File: config.mk
export PLATFORM = sky130hd
export DESIGN_NAME = fetch_unit_flat
export DESIGN_NICKNAME = d
export VERILOG_FILES = /design/src/rtl/fetch_unit_if.sv /design/src/rtl/fetch_unit.sv /design/src/flat_wrapper.sv
export SDC_FILE = /design/constraint.sdc
export NUM_CORES = 1
export LEC_CHECK = 0
export ABC_AREA = 1
export CELL_PAD_IN_SITES_DETAIL_PLACEMENT = 0
export CELL_PAD_IN_SITES_GLOBAL_PLACEMENT = 2
export CORE_MARGIN = 3
export CORE_UTILIZATION = 27
export DETAILED_ROUTE_END_ITERATION = 10
export GPL_ROUTABILITY_DRIVEN = 0
export GPL_TIMING_DRIVEN = 0
export PLACE_DENSITY = 0.86
export SLEW_MARGIN = 20
export SYNTH_ARGS = -nofsm -noshare
export SYNTH_HDL_FRONTEND = slang
export SYNTH_SLANG_ARGS = --single-unit
export TNS_END_PERCENT = 50
File: constraint.sdc
create_clock -name CLK -period 2.85 [get_ports CLK]
set_input_delay 0.57 -clock CLK [delete_from_list [all_inputs] [get_ports CLK]]
set_output_delay 0.57 -clock CLK [all_outputs]
set_load 0.05 [all_outputs]
File: src/rtl/fetch_unit_if.sv
// Fetch-stage signal bundle: PC inputs, instruction-memory bus, decode handshake and IF/ID outputs.
// master is the fetch unit; slave is the surrounding pipeline/memory side.
interface fetch_unit_if;
    logic [31:0] imemaddr;
    logic [31:0] pc_plus_4;
    logic [31:0] iaddr;
    logic        iREN;
    logic        ihit;
    logic [31:0] iload;
    logic        dmem_req;
    logic        stall;
    logic        flush;
    logic        pc_en;
    logic [31:0] instr_out;
    logic [31:0] pc4_out;
    logic        valid_out;
    logic        halt;
    logic [1:0]  state_dbg;

    // Handshake: a word is accepted only when iREN and ihit are both high in the same cycle;
    // ihit while iREN is low carries no meaning. stall high means decode refuses a new word.
    modport master (
        input  imemaddr, pc_plus_4, ihit, iload, dmem_req, stall, flush,
        output iaddr, iREN, pc_en, instr_out, pc4_out, valid_out, halt, state_dbg
    );

    modport slave (
        output imemaddr, pc_plus_4, ihit, iload, dmem_req, stall, flush,
        input  iaddr, iREN, pc_en, instr_out, pc4_out, valid_out, halt, state_dbg
    );
endinterface

File: src/rtl/fetch_unit.sv
// Instruction fetch stage: drives imem reads, fills IF/ID, absorbs decode stalls in a one-entry skid.
// Optional FETCH_HALT_EN: opcode 6'h3F entering IF/ID parks the stage in HALTED until reset.
module fetch_unit #(
    parameter logic [31:0] NOP_WORD = 32'h0000_0000
) (
    input logic          CLK,
    input logic          nRST,
    fetch_unit_if.master fu
);
    localparam logic [1:0] FETCH    = 2'd0;
    localparam logic [1:0] BUFFERED = 2'd1;
    localparam logic [1:0] HALTED   = 2'd2;

    logic [1:0]  state, next_state;
    logic [31:0] instr_r, instr_n;
    logic [31:0] pc4_r, pc4_n;
    logic        valid_r, valid_n;
    logic [31:0] skid_instr, skid_instr_n;
    logic [31:0] skid_pc4, skid_pc4_n;
    logic        acc;

    assign fu.iaddr     = fu.imemaddr;
    assign fu.iREN      = (state == FETCH) && !fu.dmem_req;
    assign acc          = fu.iREN && fu.ihit;
    // Flush redirects the PC even from BUFFERED; a stalled accept still advances since the skid holds it.
    assign fu.pc_en     = (state != HALTED) && (fu.flush || acc);
    assign fu.instr_out = instr_r;
    assign fu.pc4_out   = pc4_r;
    assign fu.valid_out = valid_r;
    assign fu.state_dbg = state;

`ifdef FETCH_HALT_EN
    assign fu.halt = (state == HALTED);
`else
    assign fu.halt = 1'b0;
`endif

    always_comb begin
        next_state   = state;
        instr_n      = instr_r;
        pc4_n        = pc4_r;
        valid_n      = valid_r;
        skid_instr_n = skid_instr;
        skid_pc4_n   = skid_pc4;
        case (state)
            FETCH, BUFFERED: begin
                if (fu.flush) begin
                    instr_n      = NOP_WORD;
                    pc4_n        = 32'h0;
                    valid_n      = 1'b0;
                    skid_instr_n = 32'h0;
                    skid_pc4_n   = 32'h0;
                    next_state   = FETCH;
                end else if (state == BUFFERED) begin
                    if (!fu.stall) begin
                        instr_n    = skid_instr;
                        pc4_n      = skid_pc4;
                        valid_n    = 1'b1;
                        next_state = FETCH;
`ifdef FETCH_HALT_EN
                        if (skid_instr[31:26] == 6'h3F) next_state = HALTED;
`endif
                    end
                end else if (fu.stall) begin
                    if (acc) begin
                        skid_instr_n = fu.iload;
                        skid_pc4_n   = fu.pc_plus_4;
                        next_state   = BUFFERED;
                    end
                end else if (acc) begin
                    instr_n = fu.iload;
                    pc4_n   = fu.pc_plus_4;
                    valid_n = 1'b1;
`ifdef FETCH_HALT_EN
                    if (fu.iload[31:26] == 6'h3F) next_state = HALTED;
`endif
                end else begin
                    instr_n = NOP_WORD;
                    pc4_n   = 32'h0;
                    valid_n = 1'b0;
                end
            end
            HALTED: begin
            end
            default: next_state = FETCH;
        endcase
    end

    always_ff @(posedge CLK, negedge nRST) begin
        if (!nRST) begin
            state      <= FETCH;
            instr_r    <= NOP_WORD;
            pc4_r      <= 32'h0;
            valid_r    <= 1'b0;
            skid_instr <= 32'h0;
            skid_pc4   <= 32'h0;
        end else begin
            state      <= next_state;
            instr_r    <= instr_n;
            pc4_r      <= pc4_n;
            valid_r    <= valid_n;
            skid_instr <= skid_instr_n;
            skid_pc4   <= skid_pc4_n;
        end
    end
endmodule

File: src/flat_wrapper.sv
// flat-port wrapper written by rule: the top's interface ports become plain ports
module fetch_unit_flat 
#(
    parameter logic [31:0] NOP_WORD = 32'h0000_0000
)
  (CLK, nRST, fu_imemaddr, fu_pc_plus_4, fu_ihit, fu_iload, fu_dmem_req, fu_stall, fu_flush, fu_iaddr, fu_iREN, fu_pc_en, fu_instr_out, fu_pc4_out, fu_valid_out, fu_halt, fu_state_dbg);
  fetch_unit_if fu_i ();
  input logic CLK;
  input logic nRST;
  input wire logic [$bits(fu_i.imemaddr)-1:0] fu_imemaddr;
  input wire logic [$bits(fu_i.pc_plus_4)-1:0] fu_pc_plus_4;
  input wire logic [$bits(fu_i.ihit)-1:0] fu_ihit;
  input wire logic [$bits(fu_i.iload)-1:0] fu_iload;
  input wire logic [$bits(fu_i.dmem_req)-1:0] fu_dmem_req;
  input wire logic [$bits(fu_i.stall)-1:0] fu_stall;
  input wire logic [$bits(fu_i.flush)-1:0] fu_flush;
  output wire logic [$bits(fu_i.iaddr)-1:0] fu_iaddr;
  output wire logic [$bits(fu_i.iREN)-1:0] fu_iREN;
  output wire logic [$bits(fu_i.pc_en)-1:0] fu_pc_en;
  output wire logic [$bits(fu_i.instr_out)-1:0] fu_instr_out;
  output wire logic [$bits(fu_i.pc4_out)-1:0] fu_pc4_out;
  output wire logic [$bits(fu_i.valid_out)-1:0] fu_valid_out;
  output wire logic [$bits(fu_i.halt)-1:0] fu_halt;
  output wire logic [$bits(fu_i.state_dbg)-1:0] fu_state_dbg;
  assign fu_i.imemaddr = fu_imemaddr;
  assign fu_i.pc_plus_4 = fu_pc_plus_4;
  assign fu_i.ihit = fu_ihit;
  assign fu_i.iload = fu_iload;
  assign fu_i.dmem_req = fu_dmem_req;
  assign fu_i.stall = fu_stall;
  assign fu_i.flush = fu_flush;
  assign fu_iaddr = fu_i.iaddr;
  assign fu_iREN = fu_i.iREN;
  assign fu_pc_en = fu_i.pc_en;
  assign fu_instr_out = fu_i.instr_out;
  assign fu_pc4_out = fu_i.pc4_out;
  assign fu_valid_out = fu_i.valid_out;
  assign fu_halt = fu_i.halt;
  assign fu_state_dbg = fu_i.state_dbg;
  fetch_unit #(.NOP_WORD(NOP_WORD)) u_core (.CLK(CLK), .nRST(nRST), .fu(fu_i));
endmodule
* Word-level counts from Yosys, hierarchy flattened
Index checks and enable logic that the tools add are counted. Widths: inputs -> output; s select.
Word-level totals: register bits after elaboration 131, bits of input ports 102, output and inout port bits 102, word-level logic and storage cells 56
Cells by class: equal/unequal tests 8, mux-type cells 29, bitwise gates (word level) 1, reductions and logical operators 12
Operators by type and width (count):
- $mux 32 | 18
- $mux 2 | 5
- $reduce_and 4->1 | 2
- $mux 1 | 5
- $ne 2x2->1 const B | 2
- $ne 4x2->1 const B | 1
- $ne 4x3->1 const B | 1
- $ne 4x4->1 const B | 1
- $pmux 2 s2 | 1
- $reduce_bool 2->1 | 2
- $logic_and 1x1->1 | 3
- $eq 2x1->1 const B | 1
- $eq 2x2->1 const B | 1
- $logic_not 2->1 | 1
- $ne 2x1->1 const B | 1
- $reduce_and 2->1 | 1
- $reduce_or 2->1 | 1
- $logic_not 1->1 | 1
- $logic_or 1x1->1 | 1
- $not 1->1 | 1

* Longest topological paths before layout
Gate-level depths: netlist of run 1.
word-level depth 8, gate-level depth with buffers 7

* Worst setup path after synthesis of run 1
OpenSTA, ideal clock, no wires.
path type register to output, start register u_core.state[0], in the netlist u_core.fu.state_dbg[0], end output fu_iREN, arrival time 1.116 ns, slack 1.164 ns, cell stages (with the launch flop) 3, buffers on the path 1, cell sequence dfrtp_1 > nor2_2 > buf_2
Between the ends: longest elaborated chain between the ends 2
Ends and longest elaborated chain:
- from (decl) | RTL line fetch_unit.sv:14 | logic [1:0] state, next_state;
- from (signal assigned) | RTL line fetch_unit.sv:98 | state <= next_state;
- $logic_not 2->1 | RTL line fetch_unit.sv:23 | assign fu.iREN = (state == FETCH) && !fu.dmem_req;
- $logic_and 1x1->1 | RTL line fetch_unit.sv:23
- to (decl) | RTL line flat_wrapper.sv:18 | output wire logic [$bits(fu_i.iREN)-1:0] fu_iREN;
No other way between the ends.

* Worst setup path after layout of run 1
start input fu_dmem_req, end output fu_iREN
Between the ends: longest elaborated chain between the ends 2
Ends and longest elaborated chain:
- from (decl) | RTL line flat_wrapper.sv:14 | input wire logic [$bits(fu_i.dmem_req)-1:0] fu_dmem_req;
- $logic_not 1->1 | RTL line fetch_unit.sv:23
- $logic_and 1x1->1 | RTL line fetch_unit.sv:23
No other way between the ends.

==> results.txt, run 1 <==
Dividing the detail-routed wire length by the instance count gives ~15 um. The setup fix buffers added after clock tree synthesis is 0. The number of antenna violations at the first check in global routing came to 1.

The flow ran to the end, and the final reports show no timing, DRC or antenna violations. The number of nets still failing antenna checks after routing came out at 0. For this block, the via count after detailed routing is about 5700. By area the synthesized netlist is led by dfrtp_1, nand2_1, nand3_1, buf_4, buf_2. The number of cells on the worst reg-to-reg path is 6. The depth of the CTS H-tree came out at 4.

The total global routing track utilization is between 15 and 20%. The biggest area contributor in the post-synthesis netlist is dfrtp_1. The count of pins on the block boundary came out at between 200 and 250. The share of cells above drive strength 1 is about an eighth.

Summing every instance area after synthesis gives about 0.0062 mm^2. The critical path endpoint is fu_iREN. The max-slew violation total from the final report is 0. The post-CTS clock slew at the launch and capture registers of the worst setup and hold paths came out at 60 ps. The width of the chip is between 150 and 200 um. The total area inside the core boundary comes to approximately 0.022 mm^2. The later-pin clock latency in the skew report came out at between 400 and 500 ps. The vertical die dimension is about 160 um.

The data arrival time at the worst-slack endpoint is just over 2000 ps. The number of sinks driven by the clock tree came out at 130. The worst register-to-register path begins at u_core.fu.state_dbg[0]. The gate count of the mapped netlist came out at roughly 810. The required time reported for the critical path endpoint is 2280 ps.

The CTS tree is done. The worst hold path class is input port to asynchronous set/reset pin. The first detailed-routing pass ran for 4 iterations. The worst setup slack for register-to-register paths came out at between 1000 and 1500 ps. The worst setup path is captured at a primary output. Wires add up to about 19 mm.

In this run the mean area of a mapped cell was roughly 7.7 um^2. The area of the die is 0.02491 mm^2. The library cell used as clock root buffer is clkbuf_16. The power density over cell area is approximately 570 mW/mm^2. After layout, the minimum clock period comes to approximately 2600 ps. The starting utilization of the core area came out at between 20% and 30%. Setup repair after global routing left no endpoint under its margin. The number of setup violations in the final report is 0. The post-route worst hold slack is approximately 32 ps.

In this run the critical register-to-register path is captured at u_core.skid_pc4[13]. The largest net degree at the start of global routing is 90. The total congestion overflow after global routing is 0.

The global-route wire length before repair came out at around 31 mm. Before CTS, the worst setup slack after placement is -51.45 ps. The sequential area share after synthesis came out at roughly 52%. The initialized floorplan defines 54 standard-cell rows. For this run, the top clock speed supported by timing is 383.7 MHz. The fraction of synthesized cell area taken by the top area cell type is 52.26%. The clock passes through at most 2 buffers. Tracing the worst setup path back leads to its startpoint at fu_dmem_req. The reported leakage power is 4.785 nW. The number of hold violations in the final report is 0. The relative slew slack came out at approximately three fifths. The launching element type of the critical path is an input port.

The flop and latch count out of synthesis came out at 130. The final period utilization came out at a little over 90%. The area growth from synthesis to layout came out at 43.78%. The critical path class is input port to primary output. The antenna diode count came out at 0. The half-perimeter wire length after placement is 13.48 mm. Max-cap violations in this run came to 0. The total CTS buffers is 17. Port buffering added ~170 buffers.

Using the TritonRoute via totals, the vias-per-cell ratio works out to 4.398. The worst setup slack after layout is ~240 ps. After synthesis, the netlist uses 15 different library cells. The detailed router finished its first iteration with between 200 and 300 violations. The worst voltage drop across the vdd grid came out at around 0.29 mV. The setup clock skew after layout came out at around 9.0 ps. The via count of the first global-routing pass came to ~5800. For the pin with the worst max-slew slack, the measured transition is about 570 ps. The net count of the finished layout is between 1000 and 1500. The maximum net fanout on the critical path is 10. The number of synthesis warnings is 0. In the routed design, unresolved DRC markers number 0.
==> power breakdown <==
group / total, mW / switching [mW] / internal, mW
logic: 0.765 / 0.481 / 0.284
clock network: 2.40 / 0.865 / 1.54
registers: 1.94 / 0.0332 / 1.91
==> synth_stat cells, drive strengths merged <==
cell / n
nand2: 455
nand3: 128
inv: 5
clkbuf: 3
dfrtp: 130
a21boi: 1
buf: 85
conb: 1
nor2: 3
==> worst max-delay path, cell delays in order <==
cell and delay [ps]:
clkdlybuf4s50_1 420, nor2_2 190, buf_2 270, dlygate4sd2_1 570
==> logic make-up (layout without fill, tap and decap cells) <==
| kind of cell | count (synthesis) | in the layout | synth area share (%) |
|---|---|---|---|
| AND/OR/NAND/NOR | 586 | 586 | 38.11 |
| flip-flops | 130 | 130 | 52.26 |
| buffers and inverters | 93 | 295 | 9.447 |
| other | 1 | 2 | 0.06024 |
| AO/OA/AOI/OAI | 1 | 1 | 0.1206 |
==> metrics by stage <==
stage	power (mW)	instance area (um^2)	TNS (ps)	cells	utilization, %
final	5.107	8950	0	1294	40.26
after global routing	5.351	8950	0	1294	40.26
after CTS	5.185	8947	0	1294	40.25
after detailed placement	2.752	8303	-51.45	1262	37.35
after global placement	2.748	8270	-580730	1261	37.21
after floorplan	2.397	6228	0	812	-
==> metal layers <==
layer	wire, um	share of wire, %	track usage, %	vias to the layer above
li1	-	-	-	2871
met1	9270	48	22.99	2635
met2	8854	46	24.99	164
met3	1033	5.3	3.089	19
met4	264	1.4	4.917	2
met5	13	0.067	0	-
==> what timing repair did <==
action	in CTS	in global routing
endpoints found under the setup margin	1	1
hold buffers	0	0
hold endpoints to repair	0	0
pin swaps	0	0
resized for setup	1	1
==> sequential cells by signal, summed over array words and instances, names as in the netlist <==
register             count
u_core.skid_instr       32
u_core.fu.instr_out     32
u_core.fu.valid_out      1
u_core.skid_pc4         32
u_core.fu.state_dbg      1
u_core.fu.pc4_out       32
==> cells in the final DEF, fill, tap and decap left out, types with 4 or more instances in the layout <==
| cell type | count |
|---|---|
| buf_6 | 5 |
| buf_4 | 41 |
| inv_1 | 4 |
| dfrtp_1 | 130 |
| nand2_1 | 452 |
| clkdlybuf4s50_1 | 166 |
| nand3_1 | 128 |
| buf_2 | 38 |
| clkbuf_16 | 17 |
| bufinv_16 | 4 |
==> final cells by class <==
type	instances	area, um^2
fillers	2333	13280
flip-flops and latches	130	3253
multi-input cells	589	2387
repair buffers	170	1725
plain buffers	88	569.3
clock buffers	20	466.7
well taps	280	350.3
clock inverters	12	178.9
inverters	5	18.77
==> how the worst min path moves through the flow <==
stage	endpoint	startpoint	depth (start not counted)
detailed placement	u_core.skid_pc4[25]	u_core.skid_pc4[25]	2
floorplan	u_core.fu.instr_out[0]	nRST	0
global route	u_core.fu.instr_out[5]	nRST	1
finish	u_core.fu.instr_out[5]	nRST	1
CTS	u_core.fu.instr_out[5]	nRST	1
global placement	u_core.skid_pc4[20]	u_core.skid_pc4[20]	2
Power figures use the tool's default switching activity.
==> inputs of run 2 (changes only) <==
Settings changed: CAP_MARGIN set to 20.
==> results of run 2 <==
Same layout as run 1: the final DEF is identical, and so are final timing and power.
==> inputs of run 3 (changes only) <==
Settings changed: CAP_MARGIN 20 to 10.
==> results of run 3 <==
Same layout as run 1: the final DEF is identical, and so are final timing and power.
